`src/rtl/sram_fifo_pkg.sv`:
```
// Shared constants and types for the SRAM-backed FIFO controller.
// Sizes match the 16x128 two-port macro.
package sram_fifo_pkg;
  localparam int WIDTH = 128;
  localparam int AW    = 4;
  localparam int DEPTH = 16;
  localparam int CW    = $clog2(DEPTH + 3);

  typedef logic [WIDTH-1:0] buf_entry_t;
endpackage

```
`src/rtl/sram_fifo_outbuf.sv`:
```
// 2-entry output buffer with a bypass from the macro's Q.
// In: clock, reset_n, flush, rd_inflight, sram_q, deq_ready. Out: deq_valid, deq_data, buf_cnt.
module sram_fifo_outbuf
  import sram_fifo_pkg::*;
(
  input  logic             clock,
  input  logic             reset_n,
  input  logic             flush,
  input  logic             rd_inflight,
  input  logic [WIDTH-1:0] sram_q,
  input  logic             deq_ready,
  output logic             deq_valid,
  output logic [WIDTH-1:0] deq_data,
  output logic [1:0]       buf_cnt
);

  buf_entry_t mem [2];
  logic       head;
  logic       tail;
  logic       has_buf;
  logic       bypass;
  logic       push;
  logic       pop;

  assign has_buf   = (buf_cnt != 2'd0);
  assign deq_valid = has_buf | rd_inflight;
  assign deq_data  = has_buf ? mem[head] : sram_q;

  // Q goes straight out only when the buffer is empty and the consumer takes it.
  assign bypass = !has_buf & rd_inflight & deq_ready;
  assign push   = rd_inflight & !bypass;
  assign pop    = has_buf & deq_ready;

  always_ff @(posedge clock or negedge reset_n) begin
    if (!reset_n) begin
      mem[0]  <= '0;
      mem[1]  <= '0;
      head    <= 1'b0;
      tail    <= 1'b0;
      buf_cnt <= 2'd0;
    end else if (flush) begin
      head    <= 1'b0;
      tail    <= 1'b0;
      buf_cnt <= 2'd0;
    end else begin
      if (push) begin
        mem[tail] <= sram_q;
        tail      <= ~tail;
      end
      if (pop) head <= ~head;
      buf_cnt <= buf_cnt + {1'b0, push} - {1'b0, pop};
    end
  end

  a_no_overflow : assert property (
    @(posedge clock) disable iff (!reset_n)
    !(push && !flush && buf_cnt == 2'd2));

  a_q_defined : assert property (
    @(posedge clock) disable iff (!reset_n)
    (deq_valid && !has_buf) |-> rd_inflight);

endmodule

```
`src/rtl/sram_fifo_ctrl.sv`:
```
// FIFO controller in front of a 16x128 two-port SRAM macro.
// Ports: enq/deq valid-ready, count, flush, and macro WEB/AA/D, REB/AB, Q.
module sram_fifo_ctrl
  import sram_fifo_pkg::*;
(
  input  logic             clock,
  input  logic             reset_n,
  input  logic             flush,
  input  logic             enq_valid,
  output logic             enq_ready,
  input  logic [WIDTH-1:0] enq_data,
  output logic             deq_valid,
  input  logic             deq_ready,
  output logic [WIDTH-1:0] deq_data,
  output logic [CW-1:0]    count,
  output logic             sram_web,
  output logic [AW-1:0]    sram_aa,
  output logic [WIDTH-1:0] sram_d,
  output logic             sram_reb,
  output logic [AW-1:0]    sram_ab,
  input  logic [WIDTH-1:0] sram_q
);

  localparam logic [AW:0] FULL = (AW + 1)'(DEPTH);

  logic [AW-1:0] wr_ptr;
  logic [AW-1:0] rd_ptr;
  logic [AW:0]   sram_cnt;
  logic          rd_inflight;
  logic [1:0]    buf_cnt;
  logic          enq_fire;
  logic          rd_issue;
  logic [2:0]    pend;

  // Not ready while held in reset, so WEB stays high then.
  assign enq_ready = reset_n & (sram_cnt < FULL);
  assign enq_fire  = enq_valid & enq_ready & !flush;

  // Never have more reads outstanding than the buffer can absorb.
  assign pend     = {1'b0, buf_cnt} + {2'b0, rd_inflight};
  assign rd_issue = (sram_cnt != '0) & (pend < 3'd2) & !flush;

  assign sram_web = !enq_fire;
  assign sram_aa  = wr_ptr;
  assign sram_d   = enq_data;
  assign sram_reb = !rd_issue;
  assign sram_ab  = rd_ptr;

  assign count = CW'(sram_cnt) + CW'(rd_inflight) + CW'(buf_cnt);

  always_ff @(posedge clock or negedge reset_n) begin
    if (!reset_n) begin
      wr_ptr      <= '0;
      rd_ptr      <= '0;
      sram_cnt    <= '0;
      rd_inflight <= 1'b0;
    end else if (flush) begin
      wr_ptr      <= '0;
      rd_ptr      <= '0;
      sram_cnt    <= '0;
      rd_inflight <= 1'b0;
    end else begin
      if (enq_fire) wr_ptr <= wr_ptr + AW'(1);
      if (rd_issue) rd_ptr <= rd_ptr + AW'(1);
      rd_inflight <= rd_issue;
      unique case (1'b1)
        enq_fire && !rd_issue: sram_cnt <= sram_cnt + (AW + 1)'(1);
        rd_issue && !enq_fire: sram_cnt <= sram_cnt - (AW + 1)'(1);
        default: ;
      endcase
    end
  end

  sram_fifo_outbuf u_outbuf (
    .clock       (clock),
    .reset_n     (reset_n),
    .flush       (flush),
    .rd_inflight (rd_inflight),
    .sram_q      (sram_q),
    .deq_ready   (deq_ready),
    .deq_valid   (deq_valid),
    .deq_data    (deq_data),
    .buf_cnt     (buf_cnt)
  );

endmodule
```
`config.mk`:
```
export PLATFORM = sky130hd
export DESIGN_NAME = sram_fifo_ctrl
export DESIGN_NICKNAME = d
export VERILOG_FILES = /design/src/rtl/sram_fifo_pkg.sv /design/src/rtl/sram_fifo_outbuf.sv /design/src/rtl/sram_fifo_ctrl.sv
export SDC_FILE = /design/constraint.sdc
export NUM_CORES = 1
export LEC_CHECK = 0
export CAP_MARGIN = 20
export CORE_AREA = 2 2 210 212
export DETAILED_ROUTE_END_ITERATION = 7
export DIE_AREA = 0 0 212 214
export SETUP_SLACK_MARGIN = 0.15
export SYNTH_ARGS = -nofsm -noshare
export SYNTH_HDL_FRONTEND = slang
export SYNTH_HIERARCHICAL = 1
export SYNTH_SLANG_ARGS = --single-unit
```
`constraint.sdc`:
```
create_clock -name clock -period 3.5 [get_ports clock]
set_input_delay 0.525 -clock clock [delete_from_list [all_inputs] [get_ports clock]]
set_output_delay 0.525 -clock clock [all_outputs]
set_load 0.03 [all_outputs]
```
==> results <==
state kept, by name, indices dropped and copies added, names as in the netlist:
| register | flops |
|---|---|
| rd_inflight | 1 |
| sram_aa | 4 |
| sram_ab | 4 |
| sram_cnt | 5 |
| u_outbuf/buf_cnt | 2 |
| u_outbuf/head | 1 |
| u_outbuf/mem | 256 |
| u_outbuf/tail | 1 |
placed cells by master (no fill, tap or decap), drive strengths merged, types with 2 or more instances in the layout:
master | Yosys | final
clkinv | 0 | 7
nor3 | 3 | 3
xor2 | 7 | 7
or4 | 2 | 2
ha | 8 | 8
dlymetal6s2s | 0 | 2
a211oi | 3 | 3
dfrtp | 274 | 274
clkdlybuf4s50 | 0 | 273
mux2i | 129 | 129
nand3 | 6 | 6
o21ai | 7 | 7
nor2b | 2 | 2
nor2 | 142 | 142
buf | 169 | 32
fa | 3 | 3
a21oi | 134 | 134
clkbuf | 34 | 46
nand2 | 6 | 6
inv | 11 | 13
xnor2 | 6 | 6
or2 | 1 | 3
o211ai | 2 | 2
mux2 | 256 | 256
bufinv | 0 | 2
through the flow:
step / power, µW / cell area (µm²) / util / hold WS [ns] / instances
floorplan: 11200 / 14700 / - / 0.229 / 1224
global placement: 13600 / 17200 / 0.400 / 0.403 / 1911
detailed placement: 13700 / 17200 / 0.400 / 0.405 / 1911
CTS: 17300 / 18300 / 0.427 / 0.422 / 1973
global route: 18200 / 18300 / 0.427 / 0.452 / 1974
finish: 17100 / 18300 / 0.427 / 0.443 / 1974
cell type report:
cell class / instances / share of cell area
clock buffer: 46 / 0.0522
clock inverter: 11 / 0.00615
inverter: 11 / 0.00225
multi-input combinational: 738 / 0.350
sequential: 274 / 0.375
tap: 585 / 0.0399
timing repair buffer: 309 / 0.175
power by group through the flow:
| stage | Sequential (µW) | Clock [µW] | Combinational (µW) |
|---|---|---|---|
| finish | 5480 | 3410 | 8220 |
| global route | 5670 | 3670 | 8840 |
| CTS | 5480 | 3540 | 8320 |
| detailed placement | 5500 | 0 | 8210 |
| global placement | 5430 | 0 | 8140 |
| floorplan | 5270 | 0 | 5890 |
worst reg2reg max path, stage by stage (launching register included):
cell and delay (ns):
sky130_fd_sc_hd__dfrtp_2 0.50, sky130_fd_sc_hd__a21oi_1 0.38, sky130_fd_sc_hd__o21ai_2 0.20, sky130_fd_sc_hd__nor3_1 0.40, sky130_fd_sc_hd__inv_1 0.11, sky130_fd_sc_hd__fa_1 0.42
sky130_fd_sc_hd__nand2b_1 0.16, sky130_fd_sc_hd__a21oi_1 0.15, sky130_fd_sc_hd__or4_1 0.13, sky130_fd_sc_hd__a31oi_1 0.07
cell usage after synthesis (2+ instances only):
cell type	instances	area share
sky130_fd_sc_hd__clkbuf_1	34	0.0087
sky130_fd_sc_hd__buf_4	139	0.071
sky130_fd_sc_hd__nor2_1	142	0.036
sky130_fd_sc_hd__inv_1	11	0.0028
sky130_fd_sc_hd__nor2b_1	2	0.00085
sky130_fd_sc_hd__fa_1	3	0.0041
sky130_fd_sc_hd__a211oi_1	2	0.0010
sky130_fd_sc_hd__mux2_2	154	0.12
sky130_fd_sc_hd__nor3_1	3	0.0010
sky130_fd_sc_hd__buf_6	16	0.012
sky130_fd_sc_hd__mux2i_1	129	0.088
sky130_fd_sc_hd__dfrtp_1	274	0.47
sky130_fd_sc_hd__buf_1	8	0.0020
sky130_fd_sc_hd__a21oi_1	134	0.046
sky130_fd_sc_hd__o21ai_0	5	0.0017
sky130_fd_sc_hd__xor2_1	7	0.0042
sky130_fd_sc_hd__buf_2	6	0.0020
sky130_fd_sc_hd__ha_1	8	0.0068
sky130_fd_sc_hd__o211ai_1	2	0.0010
sky130_fd_sc_hd__mux2_4	102	0.10
sky130_fd_sc_hd__xnor2_1	6	0.0036
sky130_fd_sc_hd__nand3_1	6	0.0020
sky130_fd_sc_hd__nand2_1	6	0.0015
path summary, 6_finish.rpt:
| path | from | to | slack, ns |
|---|---|---|---|
| worst max-delay path | rd_inflight | count[1] | 0.26 |
| min in group clock | u_outbuf/mem[173] | u_outbuf/mem[173] | 0.50 |
| worst min-delay path | reset_n | u_outbuf/mem[140] | 0.44 |
| max in group asynchronous | reset_n | u_outbuf/mem[98] | 1.33 |
| worst max register to register | u_outbuf/buf_cnt[0] | sram_cnt[4] | 0.87 |
| worst min register to register | u_outbuf/mem[173] | u_outbuf/mem[173] | 0.50 |
timing repair:
| item | CTS | global route |
|---|---|---|
| cloned | 2 | 0 |
| endpoints found under the setup margin | 115 | 2 |
| resized for setup | 3 | 2 |
| hold buffers | 1 | 0 |
| endpoints found under the hold margin | 26 | 0 |
| setup buffers | 2 | 0 |
| pin swaps | 1 | 0 |
routing by layer:
| layer | global-route usage | part of all wire | vias to the layer above |
|---|---|---|---|
| met5 | 0 | 0 | - |
| met2 | 0.247 | 0.46 | 286 |
| met4 | 0.0563 | 0.027 | 0 |
| met3 | 0.0535 | 0.077 | 76 |
| li1 | - | - | 4411 |
| met1 | 0.195 | 0.44 | 4665 |
logic make-up after synthesis:
family / count (synthesis) / share of synthesized area
xor gates and xnor gates: 13 / 0.00775
DFF: 274 / 0.467
adders and majority gates: 11 / 0.0109
AOI/OAI and AO/OA: 153 / 0.0548
buffers and inverters: 214 / 0.0989
muxes: 385 / 0.310
and+or+nand+nor: 174 / 0.0508
==> results list <==
* Post-Synthesis Mean Instance Area: 12.0 µm²
- Worst setup slack before clock tree synthesis: 0.504 ns
* Routed Antenna Nets: 0
- Cell count along the critical path: 5
* Standard cell core area: 42900 µm²
- Vias in the first global route: 9908
* Bufs on Longest Clock Path: 3
- Of all nets on the critical path, the largest fanout is 8.
- STA classifies the critical path startpoint as a flip-flop.
* Reported leakage power: 0.00775 µW
* Count of input and output buffers: 277
- Pin placement for this block handled 534 I/O pins.
- RSZ-0062 raised after global routing: no
- The worst-case IR drop observed on VDD is 473 µV.
* Setup TNS: 0 ns
* Number of synthesized flops with an enable pin: 0
* Max stage delay on crit path: 0.62 ns
- Power density normalized to cell area: 934 nW/µm²
* Worst-margin pin slew: 0.849 ns
- Overall via count from detail_route: 9438
* Fillers: 4044
- Across the whole layout, storage elements account for 6860 µm².
* Number of violations reported at the end of detailed-routing iteration 0: 387
- Type of the worst min-delay path: input port to async pin
- The synthesized netlist contains 48 unique library cells.
- Max-slew violation total from the final report: 0
- Of the available clock period, the critical path in the final layout requires 0.925.
- Setup crit end kind: primary output
* Post-Synthesis Net Count: 1496
- After synthesis, the share of flip-flops with an asynchronous set or reset is 1.00.
- Detailed-router iteration count before antenna repair: 4
- Maximum Capacitance Violations: 0
* Cell at the slowest stage of the critical path: sky130_fd_sc_hd__clkdlybuf4s50_1
* Area of the multi-input gates: 6410 µm²
- The first global-routing pass estimated 56100 µm of wire.
* Switching pwr: 6320 µW
- Ant diodes: 0
- Combinational Power Share: 0.480
- Placement Rows: 76
- Count of H-tree levels built during CTS: 2
- Remaining max-slew budget at the tightest pin: 0.434
- The share of total power dissipated in sequential elements is 0.320.
- CTS placed an instance of sky130_fd_sc_hd__clkbuf_16 at the clock tree root.
- The HPWL after detailed placement is 23300 µm.
- Share of post-route cells with drive strength above 1: 0.255
* Starting density of the core: 0.343
* Cell depth of the worst flop-to-flop path: 9
- Overall fraction of global-route tracks in use: 0.155
* Crit-path cells: inv_1, fa_1, inv_1, fa_1, clkdlybuf4s50_1
- The share of total power dissipated in the clock network is 0.199.
- Timing-limited maximum frequency: 0.309 GHz
- Crit path required time: 2.97 ns
* Detailed-route wire length: 35300 µm
- Most frequently used flop master after synthesis: sky130_fd_sc_hd__dfrtp_1
- The run finished with clean final reports.
* Signed area change from the synthesized netlist to the final layout: 24.7%
* Leftover overflow at the end of global routing: 0
- The worst path meets setup with 0.263 ns of slack.
- Data arrives at the worst endpoint at 2.71 ns.
* DR DRC count: 0
- In this run the horizontal extent of the chip is 212 µm.
- Counting every sink on the clock net gives 274.
- Switching portion of total power: 0.370
* Clk_lat worst skew: 0.53 ns
* Clock-pin slew reported for the worst setup and hold paths after clock tree synthesis: 0.06 ns
* Hold violation total from the final report: 0
- In this run the cell area of the synthesized design comes to 14700 µm².
- At the end of the flow, the number of nets in the layout was 1640.
- Setup violations remaining at the end of the flow were counted as 0.
- The die covers 45400 µm².
- Time the worst path needs with I/O delays and setup: 3.24 ns
* Setup skew after layout: 0.0185 ns
- Routability-driven placement finished with a final weighted congestion of 0.758.
- After detailed routing, the average wire length per cell comes to 17.9 µm.
- TritonCTS created 34 clock buffers.
- Via-to-Cell Ratio: 4.78
- Number of antenna violations at the first check in global routing: 0
- On the critical path the largest part of the delay comes from adder cells.
- TritonCTS built the clock tree.
- The critical path is of the flip-flop to primary output type.
- From bottom edge to top edge, the die measures 214 µm.
- For this run, the register share of the synthesized area comes to 0.467.
* P_int: 10800 µW
- The Yosys step of the flow raised 6 warnings.
- Buffers and inverters on the worst path: 3
- Synthesis inferred 274 register bits.
* Maximum number of pins on one net before global-route repair: 119
* Synthesized netlist cell count: 1224
Power figures use the tool's default switching activity.
